$ cat config.mk
export PLATFORM = sky130hd
export DESIGN_NAME = fifo_burst_reader
export DESIGN_NICKNAME = d
export VERILOG_FILES = /design/src/rtl/fifo_burst_reader.sv
export SDC_FILE = /design/constraint.sdc
export NUM_CORES = 1
export LEC_CHECK = 0
export BUFFER_PORTS_ARGS = -buffer_cell sky130_fd_sc_hd__buf_4
export CAP_MARGIN = 20
export CORE_MARGIN = 1
export CORE_UTILIZATION = 57
export CTS_BUF_LIST = sky130_fd_sc_hd__clkbuf_16
export CTS_CLUSTER_SIZE = 16
export DETAILED_ROUTE_END_ITERATION = 8
export PLACE_DENSITY = 0.82
export SLEW_MARGIN = 25
export SYNTH_ARGS = -nofsm -noshare
export SYNTH_HDL_FRONTEND = slang
export SYNTH_SLANG_ARGS = --single-unit
$ cat constraint.sdc
create_clock -name clk -period 8.5 [get_ports clk]
set_clock_uncertainty 0.1 [all_clocks]
set_input_delay 0.85 -clock clk [delete_from_list [all_inputs] [get_ports clk]]
set_output_delay 0.85 -clock clk [all_outputs]
set_load 0.1 [all_outputs]
$ cat src/rtl/fifo_burst_reader.sv
// Burst-draining read master for a 1-cycle-latency FIFO.
// Emits full or timed-out partial bursts as a valid/ready stream.
module fifo_burst_reader #(
  parameter int DATA_WIDTH = 32,
  parameter int ADDR_WIDTH = 8,
  parameter int BURST_LEN  = 16,
  parameter int TIMEOUT    = 64
) (
  input  logic                  clk,
  input  logic                  rst,
  output logic                  fifo_rd_en,
  input  logic [DATA_WIDTH-1:0] fifo_data_out,
  input  logic                  fifo_empty,
  input  logic [ADDR_WIDTH:0]   fifo_uw,
  input  logic                  flush,
  output logic [DATA_WIDTH-1:0] m_data,
  output logic                  m_valid,
  input  logic                  m_ready,
  output logic                  m_last,
  output logic                  busy
);

  localparam int CW = ADDR_WIDTH + 1;
  localparam int TW = (TIMEOUT > 0) ? $clog2(TIMEOUT + 1) : 1;
  localparam logic [CW-1:0] BLEN = CW'(BURST_LEN);
  localparam logic [TW-1:0] TMAX = TW'((TIMEOUT > 0) ? TIMEOUT - 1 : 0);

  typedef enum logic {
    IDLE,
    READ
  } state_t;

  state_t          state, state_n;
  logic [CW-1:0]   rd_left, rd_left_n;
  logic [CW-1:0]   out_left, out_left_n;
  logic [TW-1:0]   timer, timer_n;
  logic            inflight;
  logic [1:0]      occ;
  logic [1:0]      fill;
  logic [DATA_WIDTH-1:0] head_q, tail_q;
  logic            xfer, space, timeout_hit;

  assign m_valid = (occ != 2'd0);
  assign m_data  = head_q;
  assign m_last  = m_valid & (out_left == CW'(1));
  assign busy    = (state != IDLE);
  assign xfer    = m_valid & m_ready;

  // Words buffered plus the one still on its way back from the FIFO.
  assign fill  = occ + {1'b0, inflight};
  assign space = (fill < 2'd2) | ((fill == 2'd2) & xfer);

  assign fifo_rd_en = (state == READ) & (rd_left != '0)
                    & ~fifo_empty & space;

  assign timeout_hit = (TIMEOUT != 0) & (fifo_uw != '0)
                     & (timer == TMAX);

  always_comb begin
    state_n    = state;
    rd_left_n  = rd_left;
    out_left_n = out_left;
    timer_n    = timer;
    if (flush) begin
      state_n    = IDLE;
      rd_left_n  = '0;
      out_left_n = '0;
      timer_n    = '0;
    end else begin
      unique case (state)
        IDLE: begin
          if (fifo_uw >= BLEN) begin
            state_n    = READ;
            rd_left_n  = BLEN;
            out_left_n = BLEN;
            timer_n    = '0;
          end else if (timeout_hit) begin
            state_n    = READ;
            rd_left_n  = fifo_uw;
            out_left_n = fifo_uw;
            timer_n    = '0;
          end else if (fifo_uw == '0) begin
            timer_n = '0;
          end else if (timer != TMAX) begin
            timer_n = timer + 1'b1;
          end
        end
        READ: begin
          timer_n = '0;
          if (fifo_rd_en) rd_left_n = rd_left - 1'b1;
          if (xfer) begin
            out_left_n = out_left - 1'b1;
            if (out_left == CW'(1)) state_n = IDLE;
          end
        end
      endcase
    end
  end

  always_ff @(posedge clk or posedge rst) begin
    if (rst) begin
      state    <= IDLE;
      rd_left  <= '0;
      out_left <= '0;
      timer    <= '0;
    end else begin
      state    <= state_n;
      rd_left  <= rd_left_n;
      out_left <= out_left_n;
      timer    <= timer_n;
    end
  end

  // Two-entry skid buffer; head_q always holds the word on the stream.
  always_ff @(posedge clk or posedge rst) begin
    if (rst) begin
      inflight <= 1'b0;
      occ      <= 2'd0;
      head_q   <= '0;
      tail_q   <= '0;
    end else if (flush) begin
      inflight <= 1'b0;
      occ      <= 2'd0;
    end else begin
      inflight <= fifo_rd_en;
      occ      <= occ + {1'b0, inflight} - {1'b0, xfer};
      if (xfer) head_q <= tail_q;
      if (inflight) begin
        if (occ == {1'b0, xfer}) head_q <= fifo_data_out;
        else                     tail_q <= fifo_data_out;
      end
    end
  end

endmodule

### After elaboration in Yosys (flattened, before gate mapping)

Index checks and enable logic that the tools add are counted.

* register bits: 93
* bits of input ports: 46
* output and inout port bits: 36
* logic and storage cells: 68

* add/subtract/negate cells: 5
* $lt $le $gt $ge: 2
* equality and inequality tests: 9
* mux-type cells: 25
* bitwise logic cells: 12
* reduce and logical (&&, ||, !) cells: 7

Operators with widths (count)
* 32-bit two-way mux: 3
* 9-bit two-way mux: 6
* 9-bit one-hot mux with 2 select lines: 2
* 7-bit two-way mux: 5
* 9-bit nonzero test: 2
* 9-bit by 1-bit subtractor with 9-bit output, second input constant: 2
* 7-bit one-hot mux with 2 select lines: 1
* 9-bit by 1-bit == test with 1-bit output, second input constant: 1
* 9-bit by 5-bit >= comparator with 1-bit output, second input constant: 1
* 9-bit logical NOT: 1
* 7-bit by 1-bit adder with 7-bit output, second input constant: 1
* 1-bit bitwise AND: 7
* 7-bit by 6-bit == test with 1-bit output, second input constant: 1
* 7-bit by 6-bit != test with 1-bit output, second input constant: 1
* 1-bit two-way mux: 6
* 6-bit != test, second input constant: 1
* 4-bit != test, second input constant: 1
* 1-bit NOT: 4
* 2-bit AND reduction: 2
* 3-bit by 2-bit != test with 1-bit output, second input constant: 1
* 3-bit != test, second input constant: 1
* 3-bit AND reduction: 1
* 2-bit by 1-bit adder with 2-bit output: 1
* 2-bit by 1-bit == test with 1-bit output: 1
* 7 further kinds: 7

### Logic depth before layout (Yosys ltp)

Gate-level depths: netlist of the first run.

* word-level depth: 8
* gate-level depth with buffers: 8
* mapped depth without buffers: 7

### Least setup slack after synthesis of the first run

Ideal clock, no wire load.

* path type: flip-flop to output port
* from: register state (netlist: busy)
* to: output fifo_rd_en
* arrival time: 2.031 ns
* required time: 7.550 ns
* path slack: 5.519 ns
* cell stages (with the launch flop): 5
* path buffers: 1
* cell sequence: dfrtp_1 -> or2b_2 -> a221oi_1 -> and2_1 -> buf_6

* word-level cells in the longest chain between the ends: 3

Ends and longest elaborated chain
* from (decl): RTL line 33 `state_t state, state_n;`
* from (signal assigned): RTL line 107 `state <= state_n;`
* 1-bit bitwise AND: RTL line 53 `assign fifo_rd_en = (state == READ) & (rd_left != '0)`
* 1-bit bitwise AND (2 in series): RTL line 54 `& ~fifo_empty & space;`
* to (decl): RTL line 11 `output logic fifo_rd_en,`

Every way passes these cells.

### Final worst setup path of the first run

* from: register occ[0]
* to: output fifo_rd_en

* word-level cells in the longest chain between the ends: 5
* elaborated cells on any way between the ends: 8
* classes of those cells: 1 x add/sub; 1 x order compare; 1 x eq/ne; 4 x bitwise; 1 x reduce/logical

Ends and longest elaborated chain
* from (decl): RTL line 38 `logic [1:0] occ;`
* from (signal assigned): RTL line 126 `occ <= occ + {1'b0, inflight} - {1'b0, xfer};`
* 2-bit by 1-bit adder with 2-bit output / 2-bit nonzero test (equally long branches): RTL line 50, 43
* 2-bit == test / 1-bit bitwise AND (equally long branches): RTL line 51, 47
* 1-bit bitwise AND: RTL line 51 `assign space = (fill < 2'd2) | ((fill == 2'd2) & xfer);`
* 1-bit OR (*): RTL line 51
* 1-bit bitwise AND (*): RTL line 54

Every way passes the cells marked *; elsewhere a longest branch is shown, timed or not.

==> metrics, run 1 <==
Slew @ Worst Pin=0.8579 ns; fin. max-slew vios=0; fin util=72.98%; hpwl dp=6503 um; CTS Sinks=93; Seq/Total Area, Yosys=53.88%; H-tree Lvls=3; Synth Area in XOR/XNOR=2.231%; Simple-Gate Fraction of Synth Area=13.73%; Peak VDD IR=308.7 uV; CTS root buffer=clkbuf_16; Post-Route WL=10050 um; post-cts sizing count=0; kind of critical path=reg -> out; mean post-synth cell area=10.56 um2; Via density=5.869; CTS Buffer Depth=2; GPL Wtd Cong=0.8863; hold_buf cts=0; initial antenna violation count=0; Post-synth EDFFs=0; Hold/Removal Path Class=reg -> reg; cells after synthesis=409; DRT iter0 DRCs=203; Antenna Nets Post-Route=0; synth-to-layout area growth=23.20%; CP Data Arrival Time=2.61 ns; DIE HEIGHT=89.05 um; total setup buffers inserted after CTS=0; die area=7930 um2; DR vias=3457; Reg clk slew, reported paths=0.06 ns; Fin Setup TNS=0 ns; number of buffers created by CTS=9; later-pin clock latency in the skew report=0.34 ns; Required @ worst endpoint=7.55 ns; Max-Cap Viols=0; Synth Area in Adders=1.738%; number of global-route vias before repair=3385; All-Layer GR Usage=26.51%; Area contributors post-synth=dfrtp_1, mux2_2, a22oi_1; layout cell share with drive strength beyond 1=31.22%; # diodes=0; asr flop ratio synth=100.0%; fin crit share=41.89%; drt wl/cell=17.07 um; DRC=0; mapped cell area=4319 um2; post-synth cell types=49; Critical Path End Type=output port; GRT Residual Overflow=0; Post-layout nets=537; final setup fails=0; compound-gate portion of the synthesized area=16.60%; status=finished clean; Synth Register Bits=93; pin count of the biggest net entering global routing=65; Commonest cells post-synth=dfrtp_1, nand2_1, o21ai_0; Synth area leader=dfrtp_1; IO Port Bufs=81; Final Hold Viols=0; element type at the critical path start=flop; drt first pass iters=5; Mapped Nets=461; Slew headroom=42.28%; CTS tree=built; Primary FF master, synth=dfrtp_1; area share of the largest cell type after synthesis=53.88%; largest family of logic cells by synthesized area=compound AO/OA/AOI/OAI gates; dpl ws=5.127 ns; mux contribution to synthesized area=8.691%; post-layout min period=3.561 ns; Lkg Pwr=2.508 nW; first-pass GRT wire length=15840 um; std cell rows=31; IO Pins=82; core area=7292 um2; pwr dens=369.8 nW/um2; Die X=89.05 um; WHS=0.3653 ns; CP Max Fanout=10; RSZ-0062 raised after global routing=no; f_max=280.9 MHz; Worst Setup Slack, final=4.939 ns; YS warnings=0; Initial Util=59.23%; most numerous cell in the Yosys netlist=dfrtp_1
final timing paths:
check                           startpoint    endpoint  slack [ns]  depth (start not counted)
min in group asynchronous              rst   tail_q[8]        0.43                          2
worst max-delay path                occ[0]  fifo_rd_en        4.94                          5
worst min register to register    timer[0]    timer[0]        0.37                          1
max in group asynchronous              rst  m_data[24]        6.71                          3
worst max register to register  rd_left[0]  rd_left[1]        5.78                          7
worst min-delay path              timer[0]    timer[0]        0.37                          1
registers in the layout, indices dropped and copies added (netlist names):
signal / count
m_data: 32
tail_q: 32
out_left: 9
rd_left: 9
timer: 7
occ: 2
busy: 1
inflight: 1
layer usage:
layer  track usage, %  routed length [um]  vias to the layer above
met5                0                   0                        -
met4            10.39                 144                        0
met3            5.910                 560                       13
met2            45.24                5074                      107
met1            33.13                4274                     1706
li1                 -                   -                     1631
metrics by stage:
stage | cells | cell area (um2) | power (W)
after detailed placement | 573 | 5022 | 0.001566
after global routing | 589 | 5321 | 0.002049
final | 589 | 5321 | 0.001968
after floorplan | 409 | 4319 | 0.001353
after global placement | 573 | 5022 | 0.001544
after CTS | 589 | 5321 | 0.001975
cell families (layout without fill, tap and decap cells):
group	after synthesis	count (layout)
AOI/OAI and AO/OA	110	110
xor gates and xnor gates	11	11
adders and majority gates	6	6
buffers and inverters	34	115
DFF	93	93
muxes	33	33
and+or+nand+nor	122	122
critical path, stage by stage (launching register included):
cell and delay, ns:
dfrtp_1 0.45, ha_1 0.33, or2b_2 0.29, a221oi_1 0.40, and2_1 0.42, buf_4 0.37
cell type report:
type	instances	area (um2)
inverters	13	50.05
fillers	541	1971
multi-input cells	282	1876
clock inverters	7	73.82
repair buffers	86	645.6
clock buffers	9	225.2
flip-flops and latches	93	2327
well taps	99	123.9
cells in the final DEF, fill, tap and decap left out, drive strengths merged, types with 4 or more instances in the layout:
cell type	instances
a21oi	9
a22oi	33
a31oi	6
and3	5
buf	86
clkbuf	9
clkinv	6
dfrtp	93
ha	6
inv	13
mux2	33
nand2	42
nand3	7
nor2	31
nor3	9
o211ai	4
o21ai	41
or2	4
xnor2	6
xor2	5
report_power, final:
group / leakage (nW) / total (W) / switching, W / internal (W)
combinational: 1.12 / 0.000914 / 0.000677 / 0.000237
sequential: 1.24 / 0.000652 / 0.0000837 / 0.000569
clock: 0.147 / 0.000401 / 0.000172 / 0.000229
total: 2.51 / 0.00197 / 0.000933 / 0.00103
(Power assumes the default switching activity.)
==> inputs of run 2 (changes only) <==
--- a/config.mk
+++ b/config.mk
@@ -8,11 +8,11 @@
 export BUFFER_PORTS_ARGS = -buffer_cell sky130_fd_sc_hd__buf_4
 export CAP_MARGIN = 20
 export CORE_MARGIN = 1
-export CORE_UTILIZATION = 57
+export CORE_UTILIZATION = 55
 export CTS_BUF_LIST = sky130_fd_sc_hd__clkbuf_16
 export CTS_CLUSTER_SIZE = 16
 export DETAILED_ROUTE_END_ITERATION = 8
-export PLACE_DENSITY = 0.82
+export PLACE_DENSITY = 0.79
 export SLEW_MARGIN = 25
 export SYNTH_ARGS = -nofsm -noshare
 export SYNTH_HDL_FRONTEND = slang
==> constraint.sdc (replaced) <==
create_clock -name clk -period 3.5 [get_ports clk]
set_clock_uncertainty 0.1 [all_clocks]
set_input_delay 0.35 -clock clk [delete_from_list [all_inputs] [get_ports clk]]
set_output_delay 0.35 -clock clk [all_outputs]
set_load 0.1 [all_outputs]
==> run 2 against run 1 <==
Against the previous run:
- clock power increased to 2.6 times the previous value
- global-route usage decreased by 0.59 points
- cell count increased by 0.17%
- via count increased by 0.29%
- non-clock buffer count increased by 1
- register-to-register slack got worse by 4.9 ns
- routed wire length decreased by 0.70%
- hold slack got worse by 0.35 ns
- count of clock-buffer cells in the layout unchanged
- total power increased by 150%
- sequential power increased by 140%
- sequential cell count unchanged
- critical path type unchanged
- critical endpoint unchanged
- highest routed layer unchanged
==> metrics, run 2 (synthesis gave the netlist of run 1 again) <==
status=finished clean; synth-to-layout area growth=23.90%; Fin Setup TNS=0 ns; Lkg Pwr=2.520 nW; hold_buf cts=0; fin. max-slew vios=0; post-layout min period=3.053 ns; final setup fails=0; Initial Util=58.30%; Max-Cap Viols=0; drt wl/cell=16.92 um; post-cts sizing count=0; Setup crit end=fifo_rd_en; hpwl dp=6749 um; Post-Route WL=9983 um; core area=7408 um2; H-tree Lvls=3; Die X=90.62 um; most frequent cells in the layout=dfrtp_1, buf_4, nand2_1, o21ai_0, a22oi_1; GPL Wtd Cong=0.9505; later-pin clock latency in the skew report=0.33 ns; CTS Buffer Depth=2; fin crit share=87.23%; DRT iter0 DRCs=224; layout cell share with drive strength beyond 1=31.36%; element type at the critical path start=flop; Critical Path Source=occ[0]; Worst Setup Slack, final=0.4470 ns; initial antenna violation count=0; All-Layer GR Usage=25.92%; pin count of the biggest net entering global routing=48; DRC=0; CTS root buffer=clkbuf_16; total setup buffers inserted after CTS=0; Final Hold Viols=0; Post-layout nets=538; CP Max Fanout=10; number of global-route vias before repair=3472; pwr dens=904.5 nW/um2; dpl ws=0.8001 ns; Filler cells=527; Hold/Removal Path Class=in -> async; IO Port Bufs=81; Slew @ Worst Pin=0.8588 ns; DIE HEIGHT=90.62 um; f_max=327.5 MHz; DR vias=3467; Reg2Reg Setup Slack=0.84 ns; die area=8211 um2; first-pass GRT wire length=16820 um; Worst R2R Path Depth=7; WHS=0.01947 ns; Required @ worst endpoint=3.05 ns; CTS tree=built; IO Pins=82; Critical Path End Type=output port; RSZ-0062 raised after global routing=no; FF/Latch Area=2327 um2; Critical R2R Launch=rd_left[0]; Antenna Nets Post-Route=0; Via density=5.876; commonest non-fill, non-tap cell in the layout=dfrtp_1; # diodes=0; multi-input logic area=1876 um2; drt first pass iters=4; CP Data Arrival Time=2.60 ns; Slew headroom=42.22%; Peak VDD IR=606.8 uV; number of buffers created by CTS=9; kind of critical path=reg -> out; GRT Residual Overflow=0; Reg clk slew, reported paths=0.07 ns; std cell rows=31; CTS Sinks=93; Critical R2R Capture=rd_left[2]
[run 2: changes by cell type in the layout (fill, tap and decap cells not counted)]
cell | previous run | this run
clkinv_1 | 1 | 0
clkinv_2 | 2 | 1
inv_1 | 12 | 13
clkinvlp_4 | 0 | 2
clkinv_4 | 3 | 0
bufinv_16 | 1 | 2
inv_6 | 1 | 2
buf_4 | 86 | 87
[run 2: metal layers]
metal	wire, um	up-vias	GRT usage, %
li1	-	1634	-
met1	4110	1697	34.56
met2	5018	119	42.36
met3	703	17	5.051
met4	150	0	9.140
met5	0	-	0
[run 2: area by class of cell]
cell class | instances | share of cell area, %
clock buffer | 9 | 4.209
clock inverter | 7 | 1.800
inverter | 13 | 0.9352
multi-input combinational | 282 | 35.05
sequential | 93 | 43.49
tap | 99 | 2.315
timing repair buffer | 87 | 12.20
[run 2: where the power goes]
| part | internal [W] | switching [W] | leakage (nW) |
|---|---|---|---|
| Clock | 0.000628 | 0.000410 | 0.154 |
| Sequential | 0.00138 | 0.000204 | 1.24 |
| Combinational | 0.000576 | 0.00164 | 1.13 |
| Total | 0.00259 | 0.00225 | 2.52 |
[run 2: worst max-delay path: stages, from the launching register on]
cell,delay [ns]
dfrtp_1,0.46
ha_1,0.33
or2b_2,0.30
a221oi_1,0.39
and2_1,0.43
buf_4,0.37
[run 2: worst min path at each step]
stage	from	to	slack (ns)
4_1_cts	rst	m_data[14]	0.06
3_5_place_dp	timer[0]	timer[0]	0.35
3_3_place_gp	timer[0]	timer[0]	0.35
5_1_grt	rst	tail_q[13]	0.11
6_report	rst	m_data[14]	0.02
2_1_floorplan	timer[0]	timer[0]	0.33
[run 2: through the flow]
stage / std cells / area [um2] / power [W] / util, %
2_1_floorplan: 409 / 4319 / 0.003287 / -
3_5_place_dp: 574 / 5030 / 0.003808 / 67.89
3_3_place_gp: 574 / 5030 / 0.003748 / 67.89
5_1_grt: 590 / 5351 / 0.005059 / 72.23
6_report: 590 / 5351 / 0.004840 / 72.23
4_1_cts: 590 / 5351 / 0.004861 / 72.23
==> inputs of run 3 (changes only) <==
--- a/config.mk
+++ b/config.mk
@@ -13,6 +13,8 @@
 export CTS_CLUSTER_SIZE = 16
 export DETAILED_ROUTE_END_ITERATION = 8
 export PLACE_DENSITY = 0.79
+export RECOVER_POWER = 100
+export REMOVE_ABC_BUFFERS = 1
 export SLEW_MARGIN = 25
 export SYNTH_ARGS = -nofsm -noshare
 export SYNTH_HDL_FRONTEND = slang
==> run 3 against run 2 <==
Against the previous run:
- the run now ends with max-capacitance violations, max-slew violations left
- combinational power shrank 6%
- maximum frequency shrank 2.2%
- critical path depth grew 1
==> metrics, run 3 (synthesis gave the netlist of run 1 again) <==
CP Max Fanout=10; Initial Util=58.30%; IO Pins=82; std cell rows=31; CTS tree=built; DR vias=3500; Slew headroom=-65.99%; Worst R2R Path Depth=6; commonest non-fill, non-tap cell in the layout=dfrtp_1; number of buffers created by CTS=9; most frequent cells in the layout=dfrtp_1, buf_4, nand2_1, o21ai_0, clkbuf_1; Post-layout nets=538; later-pin clock latency in the skew report=0.33 ns; Die X=90.62 um; number of global-route vias before repair=3572; synth-to-layout area growth=19.67%; Inst Count DP=574; pin count of the biggest net entering global routing=56; Peak VDD IR=513.7 uV; element type at the critical path start=flop; H-tree Lvls=3; Final Hold Viols=0; Filler cells=586; CP Data Arrival Time=2.67 ns; kind of critical path=reg -> out; status=finished, violations left; Lkg Pwr=2.350 nW; Reg clk slew, reported paths=0.07 ns; DIE HEIGHT=90.62 um; Pwr Total=0.004616 W; Max-Cap Viols=1; GPL Wtd Cong=0.8898; pwr dens=893.1 nW/um2; Via density=5.932; # diodes=0; Hold/Removal Path Class=in -> reg; violated checks=max-capacitance violations, max-slew violations; RSZ-0062 raised after global routing=no; Required @ worst endpoint=3.05 ns; CTS root buffer=clkbuf_16; final setup fails=0; hold_buf cts=0; Critical Path End Type=output port; layout cell share with drive strength beyond 1=22.81%; die area=8211 um2; total setup buffers inserted after CTS=0; fin crit share=89.20%; hpwl dp=6878 um; WHS Path Cells=2; post-layout min period=3.122 ns; CTS Sinks=93; f_max=320.3 MHz; GRT Residual Overflow=0; All-Layer GR Usage=26.57%; drt wl/cell=17.34 um; Antenna Nets Post-Route=0; fin. max-slew vios=56; post-route insts no fill=590; core area=7408 um2; drt first pass iters=7; first-pass GRT wire length=17310 um; Slew @ Worst Pin=2.476 ns; IO Port Bufs=81; DRC=0; initial antenna violation count=0; Post-Route WL=10230 um; post-cts sizing count=0; DRT iter0 DRCs=180; CTS Buffer Depth=2
[run 3: power breakdown]
group	internal (W)	total (W)	leakage, nW	switching [W]
sequential	0.00138	0.00158	1.24	0.000204
clock	0.000550	0.000956	0.142	0.000406
combinational	0.000439	0.00208	0.969	0.00164
[run 3: worst paths after layout]
| check | from | endpoint | slack [ns] |
|---|---|---|---|
| worst max-delay path | rd_left[0] | fifo_rd_en | 0.38 |
| worst min-delay path | fifo_data_out[18] | tail_q[18] | 0.16 |
| worst max register to register | occ[1] | m_data[24] | 0.55 |
| worst min register to register | timer[0] | timer[0] | 0.37 |
| max in group asynchronous | rst | out_left[3] | 1.08 |
| min in group asynchronous | rst | m_data[30] | 0.61 |
[run 3: layout make-up]
class                   count  area, um2  share of cell area [%]
inverters                  13      50.05                  0.9683
clock buffers               9      225.2                   4.357
multi-input cells         282       1864                   36.07
clock inverters             7      66.31                   1.283
well taps                  99      123.9                   2.397
flip-flops and latches     93       2327                   45.03
repair buffers             87      511.7                   9.901
[run 3: worst max-delay path, cell delays in order, from the launching register on]
cell     delay, ns
dfrtp_1       0.45
inv_1         0.08
ha_1          0.19
or4b_1        0.49
or4_1         0.54
and2_1        0.31
buf_4         0.29
[run 3: per-stage QoR]
stage	instance area [um2]	setup TNS, ns	utilization (%)	hold WS, ns	worst slack (ns)
finish	5169	0	69.77	0.1579	0.3780
global route	5169	0	69.77	0.1512	0.2409
CTS	5321	0	71.83	0.1432	0.4301
detailed placement	5030	0	67.89	0.3610	0.8108
global placement	5030	0	67.89	0.3471	0.8570
floorplan	4233	-15.69	-	0.3131	-0.4904
[run 3: routing by layer]
layer / routed length [um] / track usage [%] / up-vias
met5: 0 / 0 / -
met4: 115 / 7.796 / 0
met2: 5066 / 44.70 / 151
li1: - / - / 1625
met1: 4398 / 35.08 / 1715
met3: 652 / 4.966 / 9
